===== src/rtl/life_step_engine_pkg.sv =====
// Shared constants, FSM encoding and grid indexing for the life step engine.
package life_pkg;

   localparam int ROWS  = 5;
   localparam int COLS  = 7;
   localparam int CELLS = ROWS * COLS;
   localparam int IDX_W = 6;
   localparam int GEN_W = 16;

   typedef enum logic [1:0] {
      S_IDLE  = 2'd0,
      S_CALC  = 2'd1,
      S_WRITE = 2'd2,
      S_DONE  = 2'd3
   } state_t;

   // Cell (r,c) lives at bit r*COLS+c; bit 0 is the top-left corner.
   function automatic int cell_index(input int r, input int c);
      return r * COLS + c;
   endfunction

endpackage


===== src/rtl/life_step_engine_if.sv =====
// Handshake and grid bus between the sequencing controller and the step engine.
interface life_step_engine_if;
   import life_pkg::*;

   logic               start;
   logic [CELLS-1:0]   cur_state;
   logic               busy;
   logic               wren;
   logic [CELLS-1:0]   nxt_state;
   logic               done;
   logic [GEN_W-1:0]   gen_count;

   modport master (
      output start, cur_state,
      input  busy, wren, nxt_state, done, gen_count
   );

   modport slave (
      input  start, cur_state,
      output busy, wren, nxt_state, done, gen_count
   );

endinterface


===== src/rtl/life_step_engine_neighbor_counter.sv =====
// Live 8-neighbour count for one cell; cells off the grid count as dead.
module neighbor_counter
   import life_pkg::*;
(
   input  logic [CELLS-1:0] i_grid,
   input  logic [IDX_W-1:0] i_idx,
   output logic [3:0]       o_count
);

   logic [3:0] w_count;

   // Unrolled over every cell position; only the one matching i_idx contributes.
   always_comb begin
      w_count = 4'd0;
      for (int r = 0; r < ROWS; r++) begin
         for (int c = 0; c < COLS; c++) begin
            if (i_idx == IDX_W'(cell_index(r, c))) begin
               for (int dr = -1; dr <= 1; dr++) begin
                  for (int dc = -1; dc <= 1; dc++) begin
                     if (!(dr == 0 && dc == 0) &&
                         (r + dr >= 0) && (r + dr < ROWS) &&
                         (c + dc >= 0) && (c + dc < COLS)) begin
                        w_count = w_count + {3'b000, i_grid[cell_index(r + dr, c + dc)]};
                     end
                  end
               end
            end
         end
      end
   end

   assign o_count = w_count;

endmodule


===== src/rtl/life_step_engine.sv =====
// Serial Game-of-Life generation step: one cell per clock from a frozen snapshot.
//
// state   | meaning
// --------+-----------------------------------------------------------
// S_IDLE  | waiting for start; nxt_state holds the last result
// S_CALC  | evaluating cell r_idx from the snapshot, one per clock
// S_WRITE | result complete; wren strobes MemoryUnit for one cycle
// S_DONE  | done pulse; generation counter advances on leaving
module life_step_engine
   import life_pkg::*;
(
   input  logic               i_clk,
   input  logic               i_arst,
   life_step_engine_if.slave  io_if
);

   localparam logic [IDX_W-1:0] LAST_IDX = IDX_W'(CELLS - 1);

   state_t             r_state;
   state_t             w_state_nxt;
   logic [CELLS-1:0]   r_snap;
   logic [CELLS-1:0]   r_nxt;
   logic [IDX_W-1:0]   r_idx;
   logic [GEN_W-1:0]   r_gen;

   logic               w_busy;
   logic               w_wren;
   logic               w_done;
   logic [3:0]         w_count;
   logic               w_cell_nxt;

   neighbor_counter u_nbr (
      .i_grid  (r_snap),
      .i_idx   (r_idx),
      .o_count (w_count)
   );

   assign w_cell_nxt = (w_count == 4'd3) || (r_snap[r_idx] && (w_count == 4'd2));

   // State register.
   always_ff @(posedge i_clk) begin
      if (i_arst) r_state <= S_IDLE;
      else        r_state <= w_state_nxt;
   end

   // Next-state decode and status strobes.
   always_comb begin
      w_state_nxt = r_state;
      w_busy      = 1'b1;
      w_wren      = 1'b0;
      w_done      = 1'b0;
      case (r_state)
         S_IDLE: begin
            w_busy = 1'b0;
            if (io_if.start) w_state_nxt = S_CALC;
         end
         S_CALC: begin
            if (r_idx == LAST_IDX) w_state_nxt = S_WRITE;
         end
         S_WRITE: begin
            w_wren      = 1'b1;
            w_state_nxt = S_DONE;
         end
         S_DONE: begin
            w_done      = 1'b1;
            w_state_nxt = S_IDLE;
         end
         default: w_state_nxt = S_IDLE;
      endcase
   end

   // Snapshot capture, in-place result build and generation count.
   always_ff @(posedge i_clk) begin
      if (i_arst) begin
         r_snap <= '0;
         r_nxt  <= '0;
         r_idx  <= '0;
         r_gen  <= '0;
      end else begin
         case (r_state)
            S_IDLE: begin
               if (io_if.start) begin
                  r_snap <= io_if.cur_state;
                  r_idx  <= '0;
               end
            end
            S_CALC: begin
               r_nxt[r_idx] <= w_cell_nxt;
               r_idx        <= r_idx + IDX_W'(1);
            end
            S_DONE: r_gen <= r_gen + GEN_W'(1);
            default: ;
         endcase
      end
   end

   assign io_if.busy      = w_busy;
   assign io_if.wren      = w_wren;
   assign io_if.done      = w_done;
   assign io_if.nxt_state = r_nxt;
   assign io_if.gen_count = r_gen;

endmodule


===== src/flat_wrapper.sv =====
// flat-port wrapper written by rule: the top's interface ports become plain ports
module life_step_engine_flat import life_pkg::*;
  (i_clk, i_arst, io_if_start, io_if_cur_state, io_if_busy, io_if_wren, io_if_nxt_state, io_if_done, io_if_gen_count);
  life_step_engine_if io_if_i ();
  input  logic i_clk;
  input  logic i_arst;
  input wire logic [$bits(io_if_i.start)-1:0] io_if_start;
  input wire logic [$bits(io_if_i.cur_state)-1:0] io_if_cur_state;
  output wire logic [$bits(io_if_i.busy)-1:0] io_if_busy;
  output wire logic [$bits(io_if_i.wren)-1:0] io_if_wren;
  output wire logic [$bits(io_if_i.nxt_state)-1:0] io_if_nxt_state;
  output wire logic [$bits(io_if_i.done)-1:0] io_if_done;
  output wire logic [$bits(io_if_i.gen_count)-1:0] io_if_gen_count;
  assign io_if_i.start = io_if_start;
  assign io_if_i.cur_state = io_if_cur_state;
  assign io_if_busy = io_if_i.busy;
  assign io_if_wren = io_if_i.wren;
  assign io_if_nxt_state = io_if_i.nxt_state;
  assign io_if_done = io_if_i.done;
  assign io_if_gen_count = io_if_i.gen_count;
  life_step_engine u_core (.i_clk(i_clk), .i_arst(i_arst), .io_if(io_if_i));
endmodule

===== config.mk =====
export PLATFORM = sky130hd
export DESIGN_NAME = life_step_engine_flat
export DESIGN_NICKNAME = d
export VERILOG_FILES = /design/src/rtl/life_step_engine_pkg.sv /design/src/rtl/life_step_engine_if.sv /design/src/rtl/life_step_engine_neighbor_counter.sv /design/src/rtl/life_step_engine.sv /design/src/flat_wrapper.sv
export SDC_FILE = /design/constraint.sdc
export NUM_CORES = 1
export LEC_CHECK = 0
export ABC_AREA = 1
export CAP_MARGIN = 20
export CORE_MARGIN = 3
export CORE_UTILIZATION = 38
export DETAILED_ROUTE_END_ITERATION = 10
export PLACE_DENSITY = 0.64
export SYNTH_ARGS = -nofsm -noshare
export SYNTH_HDL_FRONTEND = slang
export SYNTH_SLANG_ARGS = --single-unit

===== constraint.sdc =====
create_clock -name i_clk -period 67.1 [get_ports i_clk]
set_clock_uncertainty 0.05 [all_clocks]
set_input_delay 6.71 -clock i_clk [delete_from_list [all_inputs] [get_ports i_clk]]
set_output_delay 6.71 -clock i_clk [all_outputs]
set_load 0.005 [all_outputs]

==> results of run 1 <==
## what timing repair did
item                                    4_1_cts  5_1_grt
endpoints found under the setup margin       35       35
gates cloned                                  1        1
pin swaps                                    18       40
gates resized for setup                      69      115
setup buffers                                19       17
## flip-flops by register name, summed over array words and instances, names as in the netlist
signal	flops
u_core.io_if.nxt_state	35
u_core.r_snap	35
u_core.io_if.gen_count	16
u_core.r_idx	6
u_core.r_state	2
## power by group
group / switching [uW] / internal, uW
Sequential: 14.3 / 63.1
Clock: 25.9 / 29.3
Combinational: 612 / 554
Total: 652 / 646
## worst register-to-register path, delay by kind of cell, from the launching register on
kind | cells | cell delay, ns
adder cells (fa/ha/maj) | 210 | 56.82
AND/OR/NAND/NOR | 57 | 4.50
AO/OA/AOI/OAI | 15 | 2.72
flip-flops | 1 | 0.35
buffers and inverters | 4 | 0.38
## cells in the final DEF, fill, tap and decap left out, drive strengths merged, types with 2 or more instances in the layout
cell / netlist / final
a21oi: 74 / 74
a221oi: 4 / 4
a22oi: 6 / 6
a31oi: 9 / 9
buf: 7 / 170
clkbuf: 17 / 11
clkdlybuf4s50: 0 / 91
clkinv: 1 / 5
dfxtp: 94 / 94
diode: 0 / 5
ha: 430 / 430
inv: 429 / 430
nand2: 947 / 947
nand3: 1320 / 1320
nand3b: 170 / 170
nand4: 20 / 20
nor2: 297 / 297
nor3: 20 / 20
o21a: 3 / 3
o21ai: 108 / 108
o22ai: 2 / 2
## how the worst min path moves through the flow
stage,endpoint,slack (ns),cells past startpoint
after floorplan,u_core.io_if.gen_count[15],0.41,2
after global placement,u_core.io_if.gen_count[15],0.41,2
after detailed placement,u_core.io_if.gen_count[15],0.41,2
after CTS,u_core.io_if.gen_count[15],0.42,2
after global routing,u_core.io_if.gen_count[15],0.45,2
final,u_core.io_if.gen_count[15],0.42,2
## routing by layer
layer  share of wire [%]  wire length, um
met1                  48            36100
met4                 2.0             1510
met5               0.088               66
met3                 5.0             3720
met2                  45            33700
## cell families after synthesis
logic type / share of synthesized area, %
and+or+nand+nor: 57.8
buffers and inverters: 7.15
adders and majority gates: 21.6
AOI/OAI and AO/OA: 5.85
DFF: 7.54
xor gates and xnor gates: 0.0702
## through the flow
| stage | hold WS [ns] | setup slack (ns) | instance area (um2) | utilization (%) | setup TNS (ns) |
|---|---|---|---|---|---|
| global route | 0.453 | -0.201 | 30600 | 47.3 | -6.13 |
| finish | 0.417 | 2.17 | 30600 | 47.3 | 0 |
| floorplan | 0.405 | 0.0295 | 25400 | - | 0 |
| global placement | 0.406 | -1.87 | 28300 | 43.7 | -64.91 |
| CTS | 0.423 | 0.00195 | 29400 | 45.4 | 0 |
| detailed placement | 0.412 | -2.89 | 28300 | 43.7 | -100.64 |
## area by class of cell
| type | count | share of cell area [%] |
|---|---|---|
| timing repair buffer | 262 | 7.44 |
| inverter | 430 | 5.29 |
| multi-input combinational | 3417 | 76.6 |
| antenna | 5 | 0.0409 |
| clock buffer | 10 | 0.748 |
| clock inverter | 6 | 0.229 |
| sequential | 94 | 6.18 |
| tap | 855 | 3.50 |
## Yosys cell counts
cell type / count
nor4_1: 1
nand2_2: 95
xor2_1: 1
a21oi_1: 41
a211oi_1: 1
nor3_1: 20
nand2_8: 1
nand2_4: 5
nand2_1: 846
o21a_1: 3
xnor2_1: 1
a221oi_1: 4
ha_1: 430
a21o_1: 1
nor2_2: 5
a22oi_2: 1
a22oi_1: 5
nand3_1: 1110
nor2_4: 2
nand4_2: 1
fa_1: 1
nand3_4: 32
buf_12: 3
clkinv_2: 1
o21ai_0: 108
o22ai_1: 2
a21oi_2: 3
a21oi_4: 30
nand4_1: 19
a31oi_1: 9
a22o_1: 1
nand3_2: 178
dfxtp_1: 94
nor2_1: 289
inv_1: 427
inv_2: 2
clkbuf_1: 17
buf_6: 4
nand3b_1: 170
nor2_8: 1
==> results.tsv, run 1 <==
metric	value	unit
outcome	finished, final reports clean	
synthesis.instances	3965	
detailedRoute.firstIterationViolations	1785	
total_power	1300	uW
finish.cell_count_without_fillers	5079	
detailedRoute.firstPassIterationCount	6	
antenna_found_initial	11	
boundaryPins	92	
die_area	68800	um2
power.density_cell_area	42.4	nW/um2
holdCritPathClass	flop to flop	
clock_tree.htree_level_count	3	
timing.critical_path.from_type	flop	
warning_count_from_the_yosys_run	0	
critPathCapture	u_core.io_if.nxt_state[25]	
num-nets-final	4683	
crit_path_end_kind	flop	
route.vias.total	27300	
groute.layer.met2.usage	34.4	%
timing.critical_path.slowest_cell_delay	0.53	ns
fmax	0.0154	GHz
ys_seq_area_share	7.54	%
detail_route.drc_violations	0	
port-buffer-count	91	
timing.final.setup_violations	0	
clock_sink_total	94	
global_route_wire_length_before_repair	120000	um
reg2reg_from	u_core.r_snap[1]	
static-leakage-power	0.0131	uW
die_w	262	um
area_growth	22.6	%
worst_r2r_endpoint	u_core.io_if.nxt_state[25]	
worst-r2r-setup-slack	2.17	ns
place.detailed.hpwl	62000	um
path_depth	286	
routed_wl_per_cell	14.8	um
drt_wl_total	75100	um
final.min_clock_period	64.93	ns
post_cts_hold_buffer_count	0	
floorplan.initialDensity	38.6	%
critPathArrivalTime	65.11	ns
maxSlewHeadroom	33.3	%
worstHoldStart	u_core.io_if.gen_count[15]	
clkLatencyLatePin	0.36	ns
timing_worst_slew_pin_value	0.992	ns
crit_top_cell	ha_1	
critPathRequiredTime	67.29	ns
globalplace.congestion	0.913	
max-vdd-ir-drop	39.9	uV
busiest_layer	met2	
synthTopCellsByArea	nand3_1 (22%), ha_1 (22%), nand2_1 (13%), dfxtp_1 (7.5%), nand3_2 (7.1%)	
core	64700	um2
cts.clk_slew.worst_paths	0.08	ns
global_route.overflow_total	0	
synthDistinctLibCells	40	
crit_slowest_cell	fa_1	
number_of_cell_instances_on_the_worst_register_to_register_path	286	
via_per_inst	5.37	
chipHeight	262	um
postSynthAreaPerCell	6.30	um2
maxCapViolations	0	
global_route.usage.total	20.5	%
floorplan.rows	93	
mappedNetlistArea	25000	um2
layout_worst_path_cycle_share	96.8	%
tritoncts	yes	
gr-usage-met1	28.6	%
ctsLongestPathBuffers	2	
grt_start_max_net_pins	46	
critPathBufInv	4	
number_of_storage_elements_in_the_synthesis_netlist	94	
critPathKind	flop to flop	
number_of_global_route_vias_before_repair	24800	
gr_met3_demand_resource	2.30	%
clock_tree.root_cell	clkbuf_16	
post_route_cells_drive_above_1_share	18.4	%
multiInputGateArea	23400	um2
cp_max_fo	7	
post-place-cells	5020	
synthDominantAreaCellType	nand3_1	
synthesized_net_count	4434	
worst_setup_path_startpoint	u_core.r_snap[1]	
fillerInstances	6557	
route.antenna.remaining_nets	0	
critical-path-top-delay-family	adder cells	
hold_viol_final	0	
final_max_slew_viol_count	0	
register_area	1890	um2
synth.top_cell.area_share	22.3	%
tritoncts.num_buffers	9	
No activity file was read; power rests on OpenSTA's default activity.
==> run 2, diff against run 1 <==
HOLD_SLACK_MARGIN = 0.08   (was not set)
==> results of run 2 <==
Same layout as run 1: the final DEF is identical, and so are final timing and power.
==> run 3, diff against run 2 <==
GPL_TIMING_DRIVEN = 1   (was not set)
SLEW_MARGIN = 5   (was not set)
==> results of run 3 <==
Same layout as run 1: the final DEF is identical, and so are final timing and power.
